==> src/rtl/cache_walker_pkg.sv <==
`default_nettype none
// ============================================================================
// Module      : cache_walker_pkg
// Description : Shared types and helpers for the cache destination tile walker.
// Revision    : 1.0 - initial release
// ============================================================================
package cache_walker_pkg;

  localparam int C_L_H_SIZE_DEFAULT = 3;
  localparam int C_L_V_SIZE_DEFAULT = 3;

  typedef enum logic [0:0] {
    IDLE = 1'b0,
    WALK = 1'b1
  } walk_state_t;

  // Width of a tile index derived from a pixel coordinate width.
  function automatic int tile_idx_wdth(input int addr_wdth, input int log2_tile);
    return addr_wdth - log2_tile;
  endfunction

endpackage
`default_nettype wire

==> src/rtl/tile_range_calc.sv <==
`default_nettype none
// ============================================================================
// Module      : tile_range_calc
// Description : Per-axis first/last overlapped tile index, clipped to picture.
// Revision    : 1.0 - initial release
// ============================================================================
module tile_range_calc #(
  parameter int ADDR_WDTH = 12,
  parameter int DIM_WDTH  = 7,
  parameter int SHIFT     = 3,
  parameter int IDX_WDTH  = ADDR_WDTH - SHIFT
) (
  input  logic [ADDR_WDTH-1:0] start,
  input  logic [DIM_WDTH-1:0]  dim,
  input  logic [IDX_WDTH-1:0]  pic_tiles,
  output logic [IDX_WDTH-1:0]  ts,
  output logic [IDX_WDTH-1:0]  te
);

  logic [ADDR_WDTH:0]  w_end_px;
  logic [IDX_WDTH:0]   w_te_raw;
  logic [IDX_WDTH-1:0] w_ts_raw;
  logic [IDX_WDTH-1:0] w_pic_max;

  // One extra bit keeps blocks hanging off the right/bottom edge from wrapping.
  assign w_end_px  = {1'b0, start} + (ADDR_WDTH+1)'(dim);
  assign w_te_raw  = (IDX_WDTH+1)'(w_end_px >> SHIFT);
  assign w_ts_raw  = IDX_WDTH'(start >> SHIFT);
  assign w_pic_max = pic_tiles - IDX_WDTH'(1);

  assign te = (w_te_raw > {1'b0, w_pic_max}) ? w_pic_max : w_te_raw[IDX_WDTH-1:0];
  assign ts = (w_ts_raw > w_pic_max) ? w_pic_max : w_ts_raw;

endmodule
`default_nettype wire

==> src/rtl/cache_dest_tile_walker.sv <==
`default_nettype none
// ============================================================================
// Module      : cache_dest_tile_walker
// Description : Walks every cache tile a reference block overlaps, raster order.
// Revision    : 1.0 - initial release
// ============================================================================
module cache_dest_tile_walker
  import cache_walker_pkg::*;
#(
  parameter int X_ADDR_WDTH = 12,
  parameter int Y_ADDR_WDTH = 12,
  parameter int C_L_H_SIZE  = C_L_H_SIZE_DEFAULT,
  parameter int C_L_V_SIZE  = C_L_V_SIZE_DEFAULT,
  parameter int DIM_WDTH    = 7,
  parameter int CNT_WDTH    = 12
) (
  input  logic                              clk,
  input  logic                              reset,
  input  logic                              abort,
  input  logic [X_ADDR_WDTH-C_L_H_SIZE-1:0] pic_w_tiles,
  input  logic [Y_ADDR_WDTH-C_L_V_SIZE-1:0] pic_h_tiles,
  input  logic                              req_valid,
  output logic                              req_ready,
  input  logic [X_ADDR_WDTH-1:0]            start_x,
  input  logic [Y_ADDR_WDTH-1:0]            start_y,
  input  logic [DIM_WDTH-1:0]               blk_width,
  input  logic [DIM_WDTH-1:0]               blk_height,
  output logic                              out_valid,
  input  logic                              out_ready,
  output logic [X_ADDR_WDTH-C_L_H_SIZE-1:0] x_addr,
  output logic [Y_ADDR_WDTH-C_L_V_SIZE-1:0] y_addr,
  output logic                              out_first,
  output logic                              out_last,
  output logic [CNT_WDTH-1:0]               tile_count
);

  localparam int c_xt_wdth = tile_idx_wdth(X_ADDR_WDTH, C_L_H_SIZE);
  localparam int c_yt_wdth = tile_idx_wdth(Y_ADDR_WDTH, C_L_V_SIZE);

  walk_state_t          r_state;
  walk_state_t          w_state_nxt;
  logic [c_xt_wdth-1:0] w_xs, w_xe, r_xs, r_xe, r_x;
  logic [c_yt_wdth-1:0] w_ys, w_ye, r_ys, r_ye, r_y;
  logic [CNT_WDTH-1:0]  r_count;
  logic                 w_accept;
  logic                 w_beat;

  tile_range_calc #(
    .ADDR_WDTH (X_ADDR_WDTH),
    .DIM_WDTH  (DIM_WDTH),
    .SHIFT     (C_L_H_SIZE),
    .IDX_WDTH  (c_xt_wdth)
  ) u_x_range (
    .start     (start_x),
    .dim       (blk_width),
    .pic_tiles (pic_w_tiles),
    .ts        (w_xs),
    .te        (w_xe)
  );

  tile_range_calc #(
    .ADDR_WDTH (Y_ADDR_WDTH),
    .DIM_WDTH  (DIM_WDTH),
    .SHIFT     (C_L_V_SIZE),
    .IDX_WDTH  (c_yt_wdth)
  ) u_y_range (
    .start     (start_y),
    .dim       (blk_height),
    .pic_tiles (pic_h_tiles),
    .ts        (w_ys),
    .te        (w_ye)
  );

  assign w_accept = req_valid & req_ready;
  assign w_beat   = out_valid & out_ready;

  always_ff @(posedge clk) begin
    if (reset || abort) begin
      r_state <= IDLE;
    end else begin
      r_state <= w_state_nxt;
    end
  end

  always_comb begin
    w_state_nxt = r_state;
    case (r_state)
      IDLE:    if (req_valid) w_state_nxt = WALK;
      WALK:    if (w_beat && out_last) w_state_nxt = IDLE;
      default: w_state_nxt = IDLE;
    endcase
  end

  // Flags are position-based: each tile position is visited exactly once.
  always_comb begin
    req_ready = (r_state == IDLE);
    out_valid = (r_state == WALK);
    out_first = (r_state == WALK) && (r_x == r_xs) && (r_y == r_ys);
    out_last  = (r_state == WALK) && (r_x == r_xe) && (r_y == r_ye);
  end

  always_ff @(posedge clk) begin
    if (reset || abort) begin
      r_xs    <= '0;
      r_xe    <= '0;
      r_ys    <= '0;
      r_ye    <= '0;
      r_x     <= '0;
      r_y     <= '0;
      r_count <= '0;
    end else if (w_accept) begin
      r_xs    <= w_xs;
      r_xe    <= w_xe;
      r_ys    <= w_ys;
      r_ye    <= w_ye;
      r_x     <= w_xs;
      r_y     <= w_ys;
      r_count <= '0;
    end else if (w_beat) begin
      if (r_count != '1) begin
        r_count <= r_count + CNT_WDTH'(1);
      end
      if (r_x != r_xe) begin
        r_x <= r_x + c_xt_wdth'(1);
      end else if (r_y != r_ye) begin
        r_x <= r_xs;
        r_y <= r_y + c_yt_wdth'(1);
      end
    end
  end

  assign x_addr     = r_x;
  assign y_addr     = r_y;
  assign tile_count = r_count;

endmodule
`default_nettype wire

==> config.mk <==
export PLATFORM = sky130hd
export DESIGN_NAME = cache_dest_tile_walker
export DESIGN_NICKNAME = d
export VERILOG_FILES = /design/src/rtl/cache_walker_pkg.sv /design/src/rtl/tile_range_calc.sv /design/src/rtl/cache_dest_tile_walker.sv
export SDC_FILE = /design/constraint.sdc
export NUM_CORES = 1
export LEC_CHECK = 0
export CORE_ASPECT_RATIO = 2
export CORE_MARGIN = 5
export CORE_UTILIZATION = 49
export DETAILED_ROUTE_END_ITERATION = 12
export GPL_ROUTABILITY_DRIVEN = 0
export PLACE_DENSITY = 0.78
export SLEW_MARGIN = 25
export SYNTH_ARGS = -nofsm -noshare
export SYNTH_HDL_FRONTEND = slang
export SYNTH_HIERARCHICAL = 1
export SYNTH_SLANG_ARGS = --single-unit
==> constraint.sdc <==
create_clock -name clk -period 3.81 [get_ports clk]
set_input_delay 0.5715 -clock clk [delete_from_list [all_inputs] [get_ports clk]]
set_output_delay 0.5715 -clock clk [all_outputs]
set_load 0.03 [all_outputs]
* After elaboration in Yosys (flattened, before gate mapping)
Index checks and enable logic that the tools add are counted.
** Storage, ports and cells
- Logic and storage cells :: 58
- Bits of input ports :: 61
- Bits in read-only memories :: 0
- Bits in latches :: 0
- Bits in writable memories :: 0
- Bits in registers :: 67
- Output and inout port bits :: 34
- Memories kept :: 0
** Cells by class
- Bitwise logic cells :: 3
- $mul :: 0
- Divide/modulo/power cells :: 0
- Shift-type cells :: 0
- Add/sub/neg operators :: 7
- Multiplexer cells :: 15
- Magnitude comparators :: 4
- Equality and inequality tests :: 8
- Reductions and logical operators :: 13
** Operators by type and width (count)
- $mux 9 :: 12
- $eq 9x9->1 :: 4
- $add 12x7->13 :: 2
- $gt 10x9->1 :: 2
- $add 9x1->9 const B :: 2
- $gt 9x9->1 :: 2
- $ne 9x9->1 :: 2
- $sub 9x1->9 const B :: 2
- $add 12x1->12 const B :: 1
- $ne 12x12->1 const B :: 1
- $logic_and 1x1->1 :: 5
- $reduce_and 2->1 :: 2
- $reduce_bool 2->1 :: 2
- $reduce_and 3->1 :: 1
- $reduce_bool 3->1 :: 1
- $and 1x1->1 :: 2
- $mux 1 :: 2
- $ne 2x2->1 const B :: 1
- $pmux 1 s2 :: 1
- $reduce_or 2->1 :: 1
- $logic_or 1x1->1 :: 1
- $not 1->1 :: 1

* Longest topological paths before layout
- Depth after elaboration :: 6
- Depth in mapped cells :: 17
- Depth with buffers taken out :: 16

* Modules after synthesis
The synthesis kept the hierarchy.
** By module, submodules not included
- cache_dest_tile_walker :: cells each 409, area each 3311.9 um^2, instances 1
- tile_range_calc :: cells each 135, area each 1063.5 um^2, instances 2

* Worst setup path after synthesis
OpenSTA, ideal clock, no wires.
- Path type :: input port to flip-flop
- Start :: input start_x[2]
- End :: register r_xe[5]
- Setup time :: 132 ps
- Data required time :: 3678 ps
- Arrival time :: 3532 ps
- Setup slack :: 146 ps
- Path buffers :: 1
- Stages :: 17
- Cells stage by stage :: ha_1 > a21oi_2 > a21oi_1 > or3_4 > o21ai_4 > xnor2_1 > inv_1 > ha_1 > nand4_1 > o22ai_1 > a2111oi_1 > a21oi_1 > o21bai_2 > buf_6 > mux2_4 > nand2_1 > a21oi_1
** On the way
- Cells in the longest elaborated chain, start to end :: 3
** Ends and longest elaborated chain
- start: declaration :: RTL line cache_dest_tile_walker.sv:24 : input logic [X_ADDR_WDTH-1:0] start_x,
- $add 12x7->13 (*) :: RTL line tile_range_calc.sv:26 : assign w_end_px = {1'b0, start} + (ADDR_WDTH+1)'(dim);
- $gt 10x9->1 :: RTL line tile_range_calc.sv:31 : assign te = (w_te_raw > {1'b0, w_pic_max}) ? w_pic_max : w_te_raw[IDX_WDTH-1:0];
- $mux 9 (*) :: RTL line tile_range_calc.sv:31
- net w_xe[5] :: RTL line cache_dest_tile_walker.sv:42 : logic [c_xt_wdth-1:0] w_xs, w_xe, r_xs, r_xe, r_x;
- end signal: assignment :: RTL line cache_dest_tile_walker.sv:113 : r_xe <= w_xe;
- end: declaration :: RTL line cache_dest_tile_walker.sv:42
Mark *: on every way through the listed nets, which the timed path passes. The rest lies on a longest branch.
A chain may end at the register's enable or synchronous reset.

* Worst setup path after layout
- Start :: input pic_h_tiles[0]
- End :: register r_y[1] (netlist: y_addr[1])
** On the way
- Cells in the longest elaborated chain, start to end :: 4
** Ends and longest elaborated chain
- start: declaration :: RTL line cache_dest_tile_walker.sv:21 : input logic [Y_ADDR_WDTH-C_L_V_SIZE-1:0] pic_h_tiles,
- $sub 9x1->9 (*) :: RTL line tile_range_calc.sv:29 : assign w_pic_max = pic_tiles - IDX_WDTH'(1);
- $gt 9x9->1 :: RTL line tile_range_calc.sv:32 : assign ts = (w_ts_raw > w_pic_max) ? w_pic_max : w_ts_raw;
- $mux 9 (*) :: RTL line tile_range_calc.sv:32
- net w_ys[1] :: RTL line cache_dest_tile_walker.sv:43 : logic [c_yt_wdth-1:0] w_ys, w_ye, r_ys, r_ye, r_y;
- $mux 9 (*) :: RTL line cache_dest_tile_walker.sv:111 : end else if (w_accept) begin
- end signal: assignment :: RTL line cache_dest_tile_walker.sv:117 : r_y <= w_ys;
- end signal: assignment :: RTL line cache_dest_tile_walker.sv:127 : r_y <= r_y + c_yt_wdth'(1);
- end: declaration :: RTL line cache_dest_tile_walker.sv:43
Marks and branches as above.

==> metrics list <==
- In this run, flip-flops and latches consume between 20% and 30% of the power.
* Register bit total from synthesis: 67
- The routed layout has 5748 vias.
- The net count of the finished layout is 959.
* Via count of the first global-routing pass: around 5800
- Num ports: 95
* DRC violations left: 0
- Post-route ant nets: 0
* Maximum number of pins on one net before global-route repair: 63
- Wire length of the first global-routing pass: about 26 mm
- Main synth FF type: dfxtp_1
* Layout cells sized above 1: between 20% and 30%
* Clock period minus final worst setup slack: around 3.8 ns
- Total iterations of the first detailed-routing run: 5
- Yosys instantiated no cell more often than nand2_1.
* Crit Path Category: in2reg
* Core outline area: ~0.011 mm²
- The max-slew violation count was 0.
- At the later pin of the worst-skew pair, clock insertion delay measures about 0.34 ns.
- For the worst setup path, the data required time is ~4 ns.
- After clock tree synthesis, the clock-pin slew on the worst setup and hold paths is ~0.060 ns.
* Crit path buffers/inverters: 4
- Power spread over the standard cell area amounts to about 340 mW/mm².
* Synthesized area: approximately 0.0054 mm²
- Least-Margin Pin Slew: 0.824 ns
* Number of violations of the max-capacitance limit: 0
* Slowest cell on the critical path: clkdlybuf4s50_1
- Detailed placement HPWL: roughly 12 mm
- Port Buffers: 94
* Die area: ~0.013 mm²
* Maximum cell stage delay along the critical path: roughly 0.43 ns
- The initial antenna violation count came to 0.
- For the final database, setup skew stands at 0.00842 ns.
- Post-synth EDFFs: 0
- Worst setup slack for register-to-register paths: around 1.3 ns
* Clock network fraction of total power: 33.6%
- Htree depth: 3
- Prior to clock tree synthesis, the placed netlist has a worst setup slack of -0.506 ns.
- Pint: ~1.8 mW
- Post-detailed-route wirelength per cell: roughly 17 µm
- The clock net in this run drives a total of 67 sinks.
* Data arrival time of the worst path: between 3 and 4 ns
* Final Hold Fails: 0
* Highest achievable clock rate: 265 MHz
* Number of different library cells in the post-synthesis netlist: 54
- Synthesis produced a netlist with a net count of between 700 and 800.
* Die Height: 159 µm
- Overall die width: 84.5 µm
- Number of DRC markers in iteration 0: roughly 360
* Final number of setup-violating endpoints: 0
- The run finished with clean final reports.
* Worst hold margin: 0.469 ns
- Synth-to-layout area growth: 44.7%
- The startpoint identified for the worst hold timing path is r_ys[3].
- Critical Path Fanout Max: 5
* Max rail drop VDD: between 0.0002 and 0.0003 V
- Measured against its own limit, the worst slew margin works out to a little under half.
- For this run, the share of the core covered by cells in the final layout is between 70% and 80%.
* TritonCTS clock tree: built
- Summed over its instances, the top area cell type makes up 24.7% of the synthesized netlist area.
- Wirelength, routed: ~17 mm
* Cells taking the most area after synthesis: dfxtp_1 25%, ha_1 12%, xnor2_1 7.9%, nand2_1 7.0%, xor2_1 5.8%
- Warning count from the yosys run: 6
* Synthesized area per cell: approximately 8 µm²
* Launch instance of the worst register-to-register path: x_addr[6]
- For this configuration, the core starts out at a cell density of around 50%.
- In this design, the largest share of critical-path delay is due to compound AO/OA/AOI/OAI gates.
- Sequential share of the synthesized area: 24.7%
- Cell count after synthesis: ~680
* Share of the cycle needed by the critical path after routing: ~99%
- Clk Tree Root Cell: clkbuf_16
- In the routed layout, each cell is associated on average with a via count of around 5.8.
- Capturing element type of the critical path: register
- Combinational cell fraction of total power: about 38%
- In this run, CTS created clock tree buffers numbering 9.
* Diodes inserted: 0
- Type of the tightest min-delay check: reg2reg
* GR Util All Layers: between 20% and 30%
- Post-route worst setup slack: 0.0368 ns
* Kind of launch point of the worst setup path: input pin
- For this design the static power due to leakage is between 3 and 4 nW.
- Power comes to approximately 2.7 mW.
- Global routing finished with a remaining overflow of 0.
- The commonest cells after synthesis are 102 x nand2_1, 67 x dfxtp_1, 61 x a21oi_1.
- Hold buffer count at cts: 0
- Row count: 54
* Power spent charging and discharging nets: approximately 870 µW
* Timing startpoint of the critical path: pic_h_tiles[0]
* Async set-or-reset flop fraction in the synthesized netlist: 0%
* Maximum root-to-sink buffer count: 2
* Switching portion of total power: roughly a third
- The synthesized design spends more area on one cell type than any other, namely dfxtp_1.
- Total negative slack: 0 ns
* Crit-path cells: clkdlybuf4s50_1 -> inv_1 -> ha_1 -> nand2_1 -> or3_1 -> xor2_1 -> buf_4 -> ha_1 -> nand4_1 -> a21oi_2 -> o21a_1 -> o31a_1 -> buf_4 -> mux2_2 -> o21ai_0 -> a21oi_1
==> metal layers <==
metal  routed length (µm)  global-route usage (%)  part of all wire [%]
met4                 1280                    16.4                   7.5
met5                    0                       0                     0
met2                 9250                    43.4                    54
met1                 5840                    22.3                    34
met3                  792                    3.47                   4.6
==> kinds of logic (layout without fill, tap and decap cells) <==
family | after synthesis | in the layout | share of synthesized area [%]
adders and majority gates | 53 | 53 | 12.2
xor gates and xnor gates | 86 | 86 | 14.0
DFF | 67 | 67 | 24.7
buffers and inverters | 67 | 238 | 5.54
muxes | 37 | 37 | 7.29
and+or+nand+nor | 224 | 224 | 19.7
AOI/OAI and AO/OA | 145 | 145 | 16.6
==> power by group through the flow <==
stage          logic [mW]  clock network (mW)  registers, mW
6_report             1.01               0.901          0.773
5_1_grt              1.08               0.938          0.777
4_1_cts             0.895               0.909          0.772
3_5_place_dp        0.855                   0          0.787
3_3_place_gp        0.821                   0          0.786
2_1_floorplan       0.537                   0          0.794
==> state kept, by name, summed over array words and instances, names as in the netlist <==
signal      cells
out_valid       1
r_xe            9
r_xs            9
r_ye            9
r_ys            9
tile_count     12
x_addr          9
y_addr          9
==> timing repair <==
item                                    4_1_cts  5_1_grt
endpoints found under the setup margin       18       34
resized for setup                            16       70
pin swaps                                    17       45
buffers inserted                              7        8
==> metrics by stage <==
stage                     instance area, µm²  std cells
after global placement                  6990        960
after global routing                    7870        990
final                                   7870        990
after floorplan                         5440        679
after detailed placement                6990        960
after CTS                               7460        983
==> final cells by class <==
type / count / area [µm²]
Multi-Input combinational cell: 545 / 4180
Fill cell: 796 / 3010
Timing Repair Buffer: 186 / 1710
Sequential cell: 67 / 1340
Clock buffer: 10 / 239
Tap cell: 140 / 175
Inverter: 36 / 135
Clock inverter: 6 / 87.6
==> cells in the final DEF (no fill, tap or decap), drive strengths merged, types with 4 or more instances in the layout <==
| cell type | count |
|---|---|
| dfxtp | 67 |
| mux2i | 28 |
| clkbuf | 10 |
| xnor2 | 50 |
| dlymetal6s2s | 17 |
| nand3 | 20 |
| xor2 | 36 |
| a21oi | 65 |
| clkdlybuf4s50 | 77 |
| and3 | 6 |
| mux2 | 9 |
| a31oi | 11 |
| o211ai | 6 |
| nor3 | 6 |
| o31a | 4 |
| inv | 37 |
| o22ai | 4 |
| o21ai | 31 |
| buf | 92 |
| nor2b | 7 |
| nor2 | 36 |
| ha | 53 |
| nor4 | 14 |
| nand2 | 102 |
| nand4 | 13 |
| or3 | 8 |
| or2 | 5 |
==> path summary, 6_finish.rpt <==
kind          endpoint  depth (start not counted)
max          y_addr[1]                         16
min            r_ys[3]                          2
max reg2reg  y_addr[8]                          6
min reg2reg    r_ys[3]                          2
==> worst register-to-register path: stages, from the launching register on <==
cell,delay [ns]
dfxtp_1,0.48
xnor2_1,0.20
nand3_1,0.15
or3_1,0.74
nor4_1,0.56
xnor2_1,0.18
a21oi_1,0.08
(Power assumes the default switching activity.)
